### src/rtl/ps2_key_rx.sv
// PS/2 keyboard receiver: synchronise, deglitch, frame, decode E0/F0 prefixes into a toggle-strobed key word.
// Optional PS2_REPEAT_FILTER_EN suppresses typematic repeats of the currently held key.
module ps2_key_rx #(
  parameter int FILT    = 8,
  parameter int TIMEOUT = 50000
) (
  input  logic        clk_sys,
  input  logic        RESET,
  input  logic        ps2_clk,
  input  logic        ps2_data,
  output logic [10:0] ps2_key,
  output logic        frame_err
);
  // state  | meaning
  // IDLE   | waiting for a start bit on a falling edge
  // DATA   | shifting in the 8 data bits, LSB first
  // PARITY | capturing the odd-parity bit
  // STOP   | next edge carries the stop bit; frame is judged there
  typedef enum logic [1:0] {IDLE, DATA, PARITY, STOP} state_t;

  localparam int FW = $clog2(FILT + 1);
  localparam int TW = $clog2(TIMEOUT + 1);
  localparam logic [FW-1:0] FLAST = FW'(FILT - 1);
  localparam logic [TW-1:0] TLOAD = TW'(TIMEOUT - 1);

  state_t          state, state_nx;
  logic [1:0]      clk_sync, dat_sync;
  logic            clk_f, dat_f, clk_f_d;
  logic [FW-1:0]   clk_cnt, dat_cnt;
  logic [TW-1:0]   tmr;
  logic [2:0]      bitcnt;
  logic [7:0]      shreg;
  logic            par, ext, rel;
  logic            fall, stop_hit, frame_ok, suppress, held_match;

  always_ff @(posedge clk_sys or posedge RESET) begin
    if (RESET) begin
      clk_sync <= 2'b11;
      dat_sync <= 2'b11;
      clk_f    <= 1'b1;
      dat_f    <= 1'b1;
      clk_f_d  <= 1'b1;
      clk_cnt  <= '0;
      dat_cnt  <= '0;
    end else begin
      clk_sync <= {clk_sync[0], ps2_clk};
      dat_sync <= {dat_sync[0], ps2_data};
      clk_f_d  <= clk_f;
      // level only moves after FILT consecutive samples disagreeing with it
      if (clk_sync[1] == clk_f) clk_cnt <= '0;
      else if (clk_cnt == FLAST) begin
        clk_f   <= clk_sync[1];
        clk_cnt <= '0;
      end else clk_cnt <= clk_cnt + 1'b1;
      if (dat_sync[1] == dat_f) dat_cnt <= '0;
      else if (dat_cnt == FLAST) begin
        dat_f   <= dat_sync[1];
        dat_cnt <= '0;
      end else dat_cnt <= dat_cnt + 1'b1;
    end
  end

  assign fall     = clk_f_d & ~clk_f;
  assign frame_ok = dat_f & (^{shreg, par});

  always_ff @(posedge clk_sys or posedge RESET) begin
    if (RESET) state <= IDLE;
    else       state <= state_nx;
  end

  always_comb begin
    state_nx = state;
    stop_hit = 1'b0;
    case (state)
      IDLE:   if (fall && !dat_f) state_nx = DATA;
      DATA:   if (fall && bitcnt == 3'd7) state_nx = PARITY;
      PARITY: if (fall) state_nx = STOP;
      STOP:   if (fall) begin
                state_nx = IDLE;
                stop_hit = 1'b1;
              end
      default: state_nx = IDLE;
    endcase
    if (state != IDLE && tmr == '0 && !fall) state_nx = IDLE;
  end

  always_ff @(posedge clk_sys or posedge RESET) begin
    if (RESET) tmr <= '0;
    else if (state == IDLE || fall) tmr <= TLOAD;
    else if (tmr != '0) tmr <= tmr - 1'b1;
  end

`ifdef PS2_REPEAT_FILTER_EN
  logic       held_valid, held_ext;
  logic [7:0] held_code;
  assign held_match = held_valid && (held_ext == ext) && (held_code == shreg);
  assign suppress   = !rel && held_match;

  always_ff @(posedge clk_sys or posedge RESET) begin
    if (RESET) begin
      held_valid <= 1'b0;
      held_ext   <= 1'b0;
      held_code  <= 8'h00;
    end else if (stop_hit && frame_ok && shreg != 8'hE0 && shreg != 8'hF0) begin
      if (!rel && !held_match) begin
        held_valid <= 1'b1;
        held_ext   <= ext;
        held_code  <= shreg;
      end else if (rel && held_match) held_valid <= 1'b0;
    end
  end
`else
  assign held_match = 1'b0;
  assign suppress   = held_match;
`endif

  always_ff @(posedge clk_sys or posedge RESET) begin
    if (RESET) begin
      ps2_key   <= '0;
      frame_err <= 1'b0;
      bitcnt    <= '0;
      shreg     <= '0;
      par       <= 1'b0;
      ext       <= 1'b0;
      rel       <= 1'b0;
    end else begin
      frame_err <= 1'b0;
      if (fall) begin
        case (state)
          IDLE:   bitcnt <= '0;
          DATA: begin
            shreg  <= {dat_f, shreg[7:1]};
            bitcnt <= bitcnt + 1'b1;
          end
          PARITY: par <= dat_f;
          default: ;
        endcase
      end
      if (stop_hit) begin
        if (!frame_ok) begin
          frame_err <= 1'b1;
          ext       <= 1'b0;
          rel       <= 1'b0;
        end else if (shreg == 8'hE0) ext <= 1'b1;
        else if (shreg == 8'hF0) rel <= 1'b1;
        else begin
          if (!suppress) ps2_key <= {~ps2_key[10], ~rel, ext, shreg};
          ext <= 1'b0;
          rel <= 1'b0;
        end
      end
    end
  end
endmodule

### config.mk
export PLATFORM = sky130hd
export DESIGN_NAME = ps2_key_rx
export DESIGN_NICKNAME = d
export VERILOG_FILES = /design/src/rtl/ps2_key_rx.sv
export SDC_FILE = /design/constraint.sdc
export NUM_CORES = 1
export LEC_CHECK = 0
export CAP_MARGIN = 20
export CORE_MARGIN = 3
export CORE_UTILIZATION = 55
export DETAILED_ROUTE_END_ITERATION = 7
export DONT_BUFFER_PORTS = 1
export GPL_TIMING_DRIVEN = 0
export PLACE_DENSITY = 0.8
export SYNTH_ARGS = -nofsm -noshare
export SYNTH_HDL_FRONTEND = slang
export SYNTH_SLANG_ARGS = --single-unit
### constraint.sdc
create_clock -name clk_sys -period 2.4 [get_ports clk_sys]
set_clock_uncertainty 0.2 [all_clocks]
set_input_delay 0.36 -clock clk_sys [delete_from_list [all_inputs] [get_ports clk_sys]]
set_output_delay 0.36 -clock clk_sys [all_outputs]
set_load 0.02 [all_outputs]
---- Yosys cells after proc, flatten, opt, wreduce, memory -nomap -nowiden ----
Index checks and enable logic that the tools add are counted.
word-level totals
  logic and storage cells ................. 91
  output and inout port bits .............. 12
  flip-flop bits (word level) ............. 59
cells by class
  equality and inequality tests ........... 16
  bitwise logic cells ..................... 9
  reduce and logical (&&, ||, !) cells .... 23
  multiplexer cells ....................... 23
  add/subtract/negate cells ............... 4
operators by type and width
  cell                   count
  $mux 16                2
  $eq 8x8->1 const B     2
  $logic_not 16->1       1
  $mux 4                 4
  $reduce_bool 16->1     1
  $sub 16x1->16 const B  1
  $ne 3x3->1 const B     5
  $reduce_and 2->1       7
  $mux 1                 10
  $mux 2                 5
  $reduce_xor 9->1       1
  $add 4x1->4 const B    2
  $eq 4x3->1 const B     2
  $pmux 2 s4             1
  $reduce_and 4->1       2
  $not 1->1              7
  $pmux 3 s2             1
  $reduce_bool 2->1      3
  $eq 2x2->1 const B     2
  $logic_and 1x1->1      4
  $add 3x1->3 const B    1
  $eq 3x3->1 const B     1
  $and 1x1->1            2
  $eq 1x1->1             2
  5 further kinds        6

---- Longest topological paths before layout ----
  depth after elaboration ................. 6
  depth in mapped cells ................... 8

---- Worst setup path before layout ----
Ideal clock, no wire load.
  path kind ............................... flip-flop to flip-flop
  from .................................... reg shreg[0]
  to ...................................... reg ps2_key[0]
  setup time .............................. 125 ps
  buffers on the path ..................... 1
  clock period less this slack ............ 2162 ps
  stages on the path, launching flop included .. 7
  slack ................................... 238 ps
  required time ........................... 2075 ps
  arrival time ............................ 1836 ps
  cells stage by stage .................... dfrtp_1 > xnor2_1 > xnor3_2 > xnor2_2 > and3_4 > buf_12 > mux2_4
on the way
  longest elaborated chain between the ends .. 3
  elaborated cells between the ends (all ways) .. 7
ends and longest elaborated chain
  item                                            line  source
  start: declaration                              32    logic [7:0] shreg;
  start signal: assignment                        132   shreg <= {dat_f, shreg[7:1]};
  $reduce_xor 9->1, or another cell as far along  64    assign frame_ok = dat_f & (^{shreg, par});
  $and 1x1->1 or $not 1->1 (tied branches)        n/a
  $reduce_and 4->1 (no source line)               n/a
  end signal: assignment                          147   if (!suppress) ps2_key <= {~ps2_key[10], ~rel, ext, shreg};
  end: declaration                                11    output logic [10:0] ps2_key,
Parallel ways exist; a longest one is shown, timed or not.
A chain may end at the register's enable or synchronous reset.

---- Worst setup path after layout ----
  from .................................... reg shreg[0]
  to ...................................... reg ps2_key[5]
on the way
  longest elaborated chain between the ends .. 3
  elaborated cells between the ends (all ways) .. 7
ends and longest elaborated chain
  item                                            line
  $reduce_xor 9->1, or another cell as far along  64
  $and 1x1->1 or $not 1->1 (tied branches)        n/a
  $reduce_and 4->1 (no source line) *             n/a
Mark *: on every way between the ends. The rest lies on a longest branch, timed or not.

==> flow_summary_export.csv <==
group,metric,value,unit
setup_path,endpoint_kind,"register",
global_route,grt_usage,0.182,
synthesis,yosys-top-cells-area,"dfrtp_1, dfstp_2, mux2_2",
worst_hold_path,hold_depth,0,
clock_tree,path_clk_slew,70,ps
global_route,first_global_vias,1918,
final_layout,nets,263,
clock_tree,clk_latency,330,ps
sta,finalSetupViolCount,0,
setup_path,cp-start-kind,"register",
synthesis,syn_nets,248,
outcome,status,"finished clean",
job,maxCapViolCount,0,
worst_hold_path,hp-class,"reg -> reg",
route,first_pass_iters,5,
final_layout,final_util,0.648,
setup_path,critical_path_required,2420,ps
setup_path,path_cells,"xnor2_1 > xnor3_2 > xnor2_4 > and3_4 > buf_12 > mux2_4",
synthesis,syn_avg_cell_area,11.9,µm²
final_layout,area_growth,12.2,%
synthesis,synth.most_common_cell,"dfrtp_1",
route,wl,4.64,mm
sta,tightest_slew,576,ps
synthesis,yosys-top-cells-count,"dfrtp_1, nor2_1, mux2_2, nand2_1, xnor2_1",
sta,rsz0062_at_grt,"no",
final_layout,layout-drive-gt1-share,0.232,
placement,gp_congestion,0.796,
placement,dp_hpwl,3.19,mm
route,first_iter_violations,90,
placement,numPortBuffers,0,
setup_path,crit_arrival,2320,ps
synthesis,synth_top_area_share,0.468,
pwr,ir_drop,0.401,mV
global_route,grt_first_pass_wirelength,8.55,mm
clock_tree,cts_tree,"built",
global_route,grt_remaining_overflow,0,
synthesis,syn_area,0.00278,mm²
synthesis,synth_edf_count,0,
sta,maxSlewHeadroom,0.614,
sta,slew_violations,0,
pwr,power_density,870,mW/mm²
synthesis,synth.distinct_cells,44,
route,via_per_inst,5.59,
clock_tree,post_cts_buffers,0,
floorplanning,ios,16,
sta,final.period_utilization,0.960,
setup_path,cp_max_fo,10,
route,num_vias,1793,
setup_path,rr_worst_depth,6,
clock_tree,clock_path_buffers,2,
route,wl_per_cell,14.5,µm
final_layout,fillCellCount,370,
sta,max_freq,0.434,GHz
placement,dpl_worst_slack,-12.9,ps
floorplanning,core-area,0.00482,mm²
clock_tree,cts_inserted_buffers,9,
clock_tree,root_buffer,"clkbuf_8",
sta,finalWorstPathRequiredPeriod,2300,ps
sta,setup_ws,95.9,ps
floorplanning,initial_core_util,0.577,
route,ant_nets,0,
final_layout,diodes,0,
setup_path,cp_slowest_cell,"xnor3_2",
sta,hold_viol,0,
floorplanning,die_area,0.00595,mm²
synthesis,synth_seq_cells,59,
synthesis,syn_inst,234,
synthesis,yosys_warnings,0,
floorplanning,rows,25,
synthesis,synth_area_leader_cell,"dfrtp_1",
global_route,grt_start_max_net_pins,37,
clock_tree,cts_num_sinks,59,
synthesis,ys.flop_type,"dfrtp_1",
global_route,antenna_found_initial,0,
floorplanning,fp.dieH,77.1,µm
clock_tree,htreeDepth,3,
setup_path,slowest_delay,490,ps
setup_path,critPathKind,"reg -> reg",
synthesis,async_reset_ff_frac,1.00,
pwr,leakage,0.00138,µW
synthesis,seq_area_frac_synth,0.534,
route,drc,0,
floorplanning,die_width,77.1,µm
## cell usage in the layout (no fill, tap or decap), types with 4 or more instances in the layout
cell,netlist,routed
dfstp_2,7,7
or4_1,4,4
xnor2_1,12,11
nor2_1,22,22
nor3_1,8,8
clkbuf_8,0,10
dfrtp_1,52,52
ha_1,10,9
o21ai_0,9,9
xor2_1,4,4
nand3_1,9,9
inv_1,7,6
mux2_2,13,13
or3_1,5,5
mux2_4,8,8
nand2_1,13,13
a21oi_1,9,9
## worst max-delay path, delay by kind of cell, from the launching register on
family        cells  cell delay (ps)
xor+xnor          3              880
buf+inv           1              140
flops             1              420
mux               1              300
simple gates      1              240
## kinds of logic after synthesis
group                    count (synthesis)  synth area share
AND/OR/NAND/NOR                         78             0.148
AO/OA/AOI/OAI                           37            0.0909
flip-flops                              59             0.534
adder cells (fa/ha/maj)                 10            0.0450
buffers and inverters                   11            0.0211
multiplexers                            21            0.0958
XOR/XNOR                                18            0.0648
## metrics by stage
step                hold slack, ps  total power (µW)  setup TNS, ps  cell area [µm²]  instances
global placement               146              1880          -7120             2870        301
floorplan                      145              1760              0             2780        234
global route                   165              2910              0             3120        321
detailed placement            99.3              1930          -41.2             2890        302
finish                         156              2710              0             3120        321
CTS                            158              2730              0             3090        321
## flip-flops by register name (all words and copies together) (netlist names), 2 cells and up
signal and cells:
dat_cnt 4, ps2_key 11, shreg 8, tmr 16
state 2, bitcnt 3, dat_sync 2, clk_sync 2
clk_cnt 4
## worst paths after layout
kind	from	to	slack, ps
max	shreg[0]	ps2_key[5]	100
min	clk_sync[0]	clk_sync[1]	160
max reg2reg	shreg[0]	ps2_key[5]	100
min reg2reg	clk_sync[0]	clk_sync[1]	160
max in group asynchronous	RESET	clk_f_d	1070
min in group asynchronous	RESET	shreg[0]	310
## report_power, final
part           switching, µW  leakage, µW  internal, µW
clock                    382    0.0000851           397
combinational            401     0.000547           273
sequential               111     0.000747          1150
## final cells by class
class,count,area [µm²],area share
repair buffers,4,50.0,0.0160
flip-flops and latches,59,1490,0.476
inverters,7,26.3,0.00842
clock inverters,5,30.0,0.00962
plain buffers,4,33.8,0.0108
multi-input cells,164,1270,0.407
clock buffers,11,141,0.0453
well taps,67,83.8,0.0269
## layer usage
layer / track usage / part of all wire / vias to the layer above
met4: 0.0694 / 0.016 / 0
met2: 0.294 / 0.48 / 22
met3: 0.0610 / 0.031 / 7
met5: 0 / 0 / -
met1: 0.226 / 0.47 / 885
li1: - / - / 879
## repair_timing
item / in CTS / in global routing
resized for setup: 1 / 5
endpoints found under the setup margin: 8 / 20
endpoints found under the hold margin: 25 / 0
hold buffers: 3 / 0
Note: power is estimated with default switching activity, not from simulation.
==> variant 1 (same settings) <==
Change the parameter `FILT` from 8 to 16.
--- a/src/rtl/ps2_key_rx.sv
+++ b/src/rtl/ps2_key_rx.sv
@@ -1,7 +1,7 @@
 // PS/2 keyboard receiver: synchronise, deglitch, frame, decode E0/F0 prefixes into a toggle-strobed key word.
 // Optional PS2_REPEAT_FILTER_EN suppresses typematic repeats of the currently held key.
 module ps2_key_rx #(
-  parameter int FILT    = 8,
+  parameter int FILT    = 16,
   parameter int TIMEOUT = 50000
 ) (
   input  logic        clk_sys,
Behaviour: same outputs for any inputs over 10 cycles, from zero or initial values and one cycle with RESET high; that may be too few to reach the edited logic, so the function may still have changed.
==> variant 1 against the original RTL <==
Sequential cell count increased by 2; synthesized cell count increased by 1.3%; wire length rose by 11%; first-iteration DRC count grew 59%; setup slack got worse by 0.091 ns; count of clock-buffer cells in the layout grew 1; design area grew 8.1%; area after synthesis rose by 2.3%; global-route usage increased by 0.60 points; critical path depth is the same; power fell by 6.3%; critical endpoint is now tmr[1].
==> variant 1: results (changes against the original RTL) <==
| Metric | Value |
|---|---|
| Pre-Repair DR Iteration Count | `4 (-1)` |
| Largest net degree at the start of global routing | `45 (+22%)` |
| Seq area share | `45.6% (-2.0 points)` |
| DIE WIDTH | `77.9 µm (+1.1%)` |
| GRT Total Usage | `18.8% (+0.60 points)` |
| Number of instances in the placed design | `305 (+0.99%)` |
| Routability cong. | `0.762 (-4.3%)` |
| Fin cells | `335 (+4.4%)` |
| Fill cells | `316 (-15%)` |
| Area of the multi-input gates | `1360 µm² (+7.0%)` |
| Data buffer area share | `4.63% (+1.9 points)` |
| Relative slew slack | `51.7% (-9.8 points)` |
| Nets | `277 (+5.3%)` |
| CP max FO | `6 (-4)` |
| Peak supply drop | `0.000635 V (+59%)` |
| Post-synth top cells | `dfrtp_1, mux2_2, nor2_1` |
| Seq/Total Area, Yosys | `53.9% (+0.54 points)` |
| Xor/xnor share of the synthesized area | `6.02% (-0.46 points)` |
| Crit-path max cell delay | `0.58 ns (+0.09 ns)` |
| Non-Clock Buffer Count | `18 (+10)` |
| Post-synthesis adder-cell area fraction | `4.40% (-0.10 points)` |
| Fin util | `69.6% (+4.8 points)` |
| First-pass GRT wire length | `8.91 mm (+4.2%)` |
| Worst EP arrival | `2.46 ns (+0.14 ns)` |
| Status | `finished clean` |
| Clkbuf count | `12 (+1)` |
| Post-synthesis mux area share | `8.26% (-1.3 points)` |
| Area fraction in compound gates after synthesis | `10.2% (+1.1 points)` |
| Comb_multi_in | `165 (+0.61%)` |
| Synth area leaders | `dfrtp_1, mux2_2, dfstp_2, ha_1, xor2_1` |
| Placed cell area | `2950 µm² (+2.3%)` |
| Mapped Avg Cell Area | `12.0 µm² (+1.0%)` |
| CP top delay family | `simple AND/OR/NAND/NOR gates` |
| Vias in the first global route | `1955 (+1.9%)` |
[variant 1: cell types whose count changed in the layout (fill, tap and decap cells not counted), sizes merged, moves of 4 or more]
| cell | unedited run | this run |
|---|---|---|
| nor2 | 22 | 15 |
| buf | 3 | 13 |
| xnor2 | 13 | 7 |
| xor2 | 4 | 10 |
| and2 | 0 | 4 |
[variant 1: kinds of logic (layout without fill, tap and decap cells)]
logic type | after synthesis | after routing
buf+inv | 11 | 42
fa+ha+maj | 10 | 10
mux | 21 | 21
simple gates | 77 | 77
compound gates | 39 | 39
flops | 61 | 61
xor+xnor | 18 | 18
[variant 1: power by group through the flow]
| stage | Combinational [mW] | Clock [mW] | Sequential (mW) |
|---|---|---|---|
| finish | 0.446 | 0.962 | 1.13 |
| global route | 0.502 | 1.04 | 1.14 |
| CTS | 0.393 | 0.981 | 1.13 |
| detailed placement | 0.384 | 0 | 1.15 |
| global placement | 0.366 | 0 | 1.15 |
| floorplan | 0.298 | 0 | 1.14 |
[variant 1: worst paths after layout]
kind / start / to / slack (ns)
worst max-delay path: tmr[4] / tmr[1] / 0.005
worst min-delay path: dat_sync[0] / dat_sync[1] / 0.16
worst max register to register: tmr[4] / tmr[1] / 0.005
worst min register to register: dat_sync[0] / dat_sync[1] / 0.16
max in group asynchronous: RESET / dat_sync[0] / 1.11
min in group asynchronous: RESET / clk_cnt[2] / 0.28
[variant 1: routing by layer]
layer  vias to the layer above  global-route usage, %  routed length [µm]
met2                        38                   30.0                2500
met3                         6                   6.73                 247
met5                         -                      0                   0
met4                         0                   6.64                  53
li1                        909                      -                   -
met1                       946                   23.6                2340
[variant 1: repair_timing]
action                                  CTS  global route
buffers inserted                          2             9
pin swaps                                 1             6
resized for setup                         8            14
hold endpoints to repair                 18             0
endpoints found under the setup margin   17            19
hold buffers                              3             0
==> variant 2 (config.mk and constraints unchanged) <==
Made on the original files. Put one more register stage on the output `ps2_key`. The value now appears one clock later. The other outputs are not delayed to match.
--- a/src/rtl/ps2_key_rx.sv
+++ b/src/rtl/ps2_key_rx.sv
@@ -22,6 +22,8 @@
   localparam int TW = $clog2(TIMEOUT + 1);
   localparam logic [FW-1:0] FLAST = FW'(FILT - 1);
   localparam logic [TW-1:0] TLOAD = TW'(TIMEOUT - 1);
+
+  logic [10:0] ps2_key_s0;
 
   state_t          state, state_nx;
   logic [1:0]      clk_sync, dat_sync;
@@ -116,7 +118,7 @@
 
   always_ff @(posedge clk_sys or posedge RESET) begin
     if (RESET) begin
-      ps2_key   <= '0;
+      ps2_key_s0 <= '0;
       frame_err <= 1'b0;
       bitcnt    <= '0;
       shreg     <= '0;
@@ -144,12 +146,16 @@
         end else if (shreg == 8'hE0) ext <= 1'b1;
         else if (shreg == 8'hF0) rel <= 1'b1;
         else begin
-          if (!suppress) ps2_key <= {~ps2_key[10], ~rel, ext, shreg};
+          if (!suppress) ps2_key_s0 <= {~ps2_key_s0[10], ~rel, ext, shreg};
           ext <= 1'b0;
           rel <= 1'b0;
         end
       end
     end
   end
+  always_ff @(posedge clk_sys) begin
+    ps2_key <= ps2_key_s0;
+  end
+
 endmodule
 
Behaviour: no difference found for any inputs over 10 cycles, from zero or initial values and one cycle with RESET high; that may be too few to reach the edited logic, so the function may still have changed.
==> variant 2 against the original RTL <==
The run now ends with setup timing left; setup slack lost 0.13 ns; design area grew 20%; global-route usage grew 1.4 points; wire length grew 22%; synthesized cell count grew 10%; sequential cell count grew 11; first-iteration DRC count grew 5.6%; clock power grew 57%; area after synthesis grew 11%; power grew 23%; count of clock-buffer cells in the layout shrank 2; combinational power grew 8.5%.
==> variant 2: results (changes against the original RTL) <==
| Metric | Value |
|---|---|
| Status | `complete, but fails checks` |
| Failing checks | `setup timing` |
| Routed Antenna Nets | `0 (unchanged)` |
| Largest net degree at the start of global routing | `41 (+11%)` |
| Setup violations, final | `9 (+9)` |
| Root buf cell | `clkbuf_8` |
| Crit-path max cell delay | `0.56 ns (+0.07 ns)` |
| Slowest library cell on the worst path | `or4_4` |
| Number of library cell types mapped by synthesis | `48 (+9.1%)` |
| Synth warnings | `0 (unchanged)` |
| Peak supply drop | `0.000688 V (+72%)` |
| Ys async rst share | `84.3% (-16 points)` |
| Nets | `310 (+18%)` |
| Mapped Nets | `272 (+9.7%)` |
| Vias in the first global route | `2065 (+7.7%)` |
| Worst EP arrival | `2.44 ns (+0.12 ns)` |
| I/O Buffers | `0 (unchanged)` |
| GRT Total Usage | `19.5% (+1.4 points)` |
| Fraction of layout cells with a size suffix above 1 | `30.3% (+7.1 points)` |
| Largest regs | `tmr: 16 flops, ps2_key: 11 flops, ps2_key_s0: 11 flops` |
| DP Wirelength | `3.41 mm (+6.8%)` |
| Starting DRT DRC Count | `95 (+5.6%)` |
| Initial antenna violation count | `0 (unchanged)` |
| Hold crit path type | `reg -> reg` |
| Routability cong. | `0.883 (+11%)` |
| Seq/Total Area, Yosys | `55.5% (+2.1 points)` |
| N_diodes | `0 (unchanged)` |
| R2r worst-path depth | `8 (+2)` |
| CTS H-tree lvls | `3 (unchanged)` |
| Post-synth top cells | `dfrtp_1, nor2_1, nand2_1` |
| Int Pwr | `2.42 mW (+33%)` |
| LEAKAGE | `1.62 nW (+18%)` |
| Final worst slack | `-0.0333 ns (-0.129 ns)` |
| CTS clk-pin slew, worst paths | `0.07 ns (about the same)` |
| Worst slew pin tran | `0.572 ns (-0.00446 ns)` |
| Clock buffer count from CTS | `9 (unchanged)` |
| Most common flop cell mapped by yosys | `dfrtp_1` |
| Pre-Repair DR Iteration Count | `4 (-1)` |
| Via count | `2014 (+12%)` |
| Synth area leaders | `dfrtp_1, dfxtp_1, dfstp_2, xnor2_1, ha_1` |
| First-pass GRT wire length | `9.56 mm (+12%)` |
| Hold Crit Depth | `0 (unchanged)` |
| Drt wl/cell | `15.3 µm (+5.6%)` |
| Clock latency on the worst-skew pair | `0.35 ns (+0.02 ns)` |
| CTS max path bufs | `2 (unchanged)` |
| CP max FO | `5 (-5)` |
variant 2: per-stage QoR:
step / TNS, ns / util, % / instances / worst slack, ns / instance area, µm²
after floorplan: 0 / - / 258 / 0.00865 / 3090
after global placement: -10.39 / 60.4 / 328 / -0.188 / 3180
after detailed placement: -1.34 / 60.8 / 329 / -0.178 / 3200
after CTS: -0.385 / 69.9 / 369 / -0.0576 / 3680
after global routing: -1.46 / 70.8 / 370 / -0.125 / 3730
final: -0.128 / 70.8 / 370 / -0.0333 / 3730
variant 2: timing repair:
item | CTS | global route
gates cloned | 2 | 0
pin swaps | 6 | 3
endpoints found under the hold margin | 17 | 0
endpoints found under the setup margin | 14 | 20
setup buffers | 20 | 1
hold buffers | 3 | 0
resized for setup | 11 | 11
variant 2: cell type report:
type	instances	area, µm²
fillers	350	1540
flip-flops and latches	70	1710
inverters	9	33.8
plain buffers	7	42.5
repair buffers	27	226
clock buffers	9	124
multi-input cells	172	1380
clock inverters	6	134
well taps	70	87.6
variant 2: worst max-delay path, delay by kind of cell, from the launching register on:
kind | cells | cell delay (ns)
and+or+nand+nor | 3 | 1.00
DFF | 1 | 0.40
buffers and inverters | 2 | 0.25
xor gates and xnor gates | 1 | 0.16
AOI/OAI and AO/OA | 1 | 0.15
adders and majority gates | 1 | 0.12
variant 2: final timing paths:
check / from / endpoint / slack [ns]
worst max-delay path: tmr[0] / tmr[9] / -0.03
worst min-delay path: dat_sync[0] / dat_sync[1] / 0.16
worst max register to register: tmr[0] / tmr[9] / -0.03
worst min register to register: dat_sync[0] / dat_sync[1] / 0.16
max in group asynchronous: RESET / dat_sync[0] / 1.14
min in group asynchronous: RESET / clk_cnt[1] / 0.27
variant 2: power groups by stage:
stage          Combinational [mW]  Clock [mW]  Sequential [mW]
3_5_place_dp                0.569           0             1.41
3_3_place_gp                0.551           0             1.41
4_1_cts                     0.682        1.25             1.39
2_1_floorplan               0.459           0             1.39
6_report                    0.731        1.22             1.39
5_1_grt                     0.807        1.32             1.40
variant 2: cell families after synthesis:
group	share of synthesized area, %
muxes	8.10
adders and majority gates	4.07
and+or+nand+nor	13.3
DFF	55.5
AOI/OAI and AO/OA	7.69
buffers and inverters	2.48
xor gates and xnor gates	8.83
variant 2: per-layer routing:
metal	track usage [%]	part of all wire, %	vias up
li1	-	-	981
met1	23.4	45	986
met2	32.5	50	40
met3	6.32	4.4	7
met4	8.11	1.0	0
met5	0	0	-
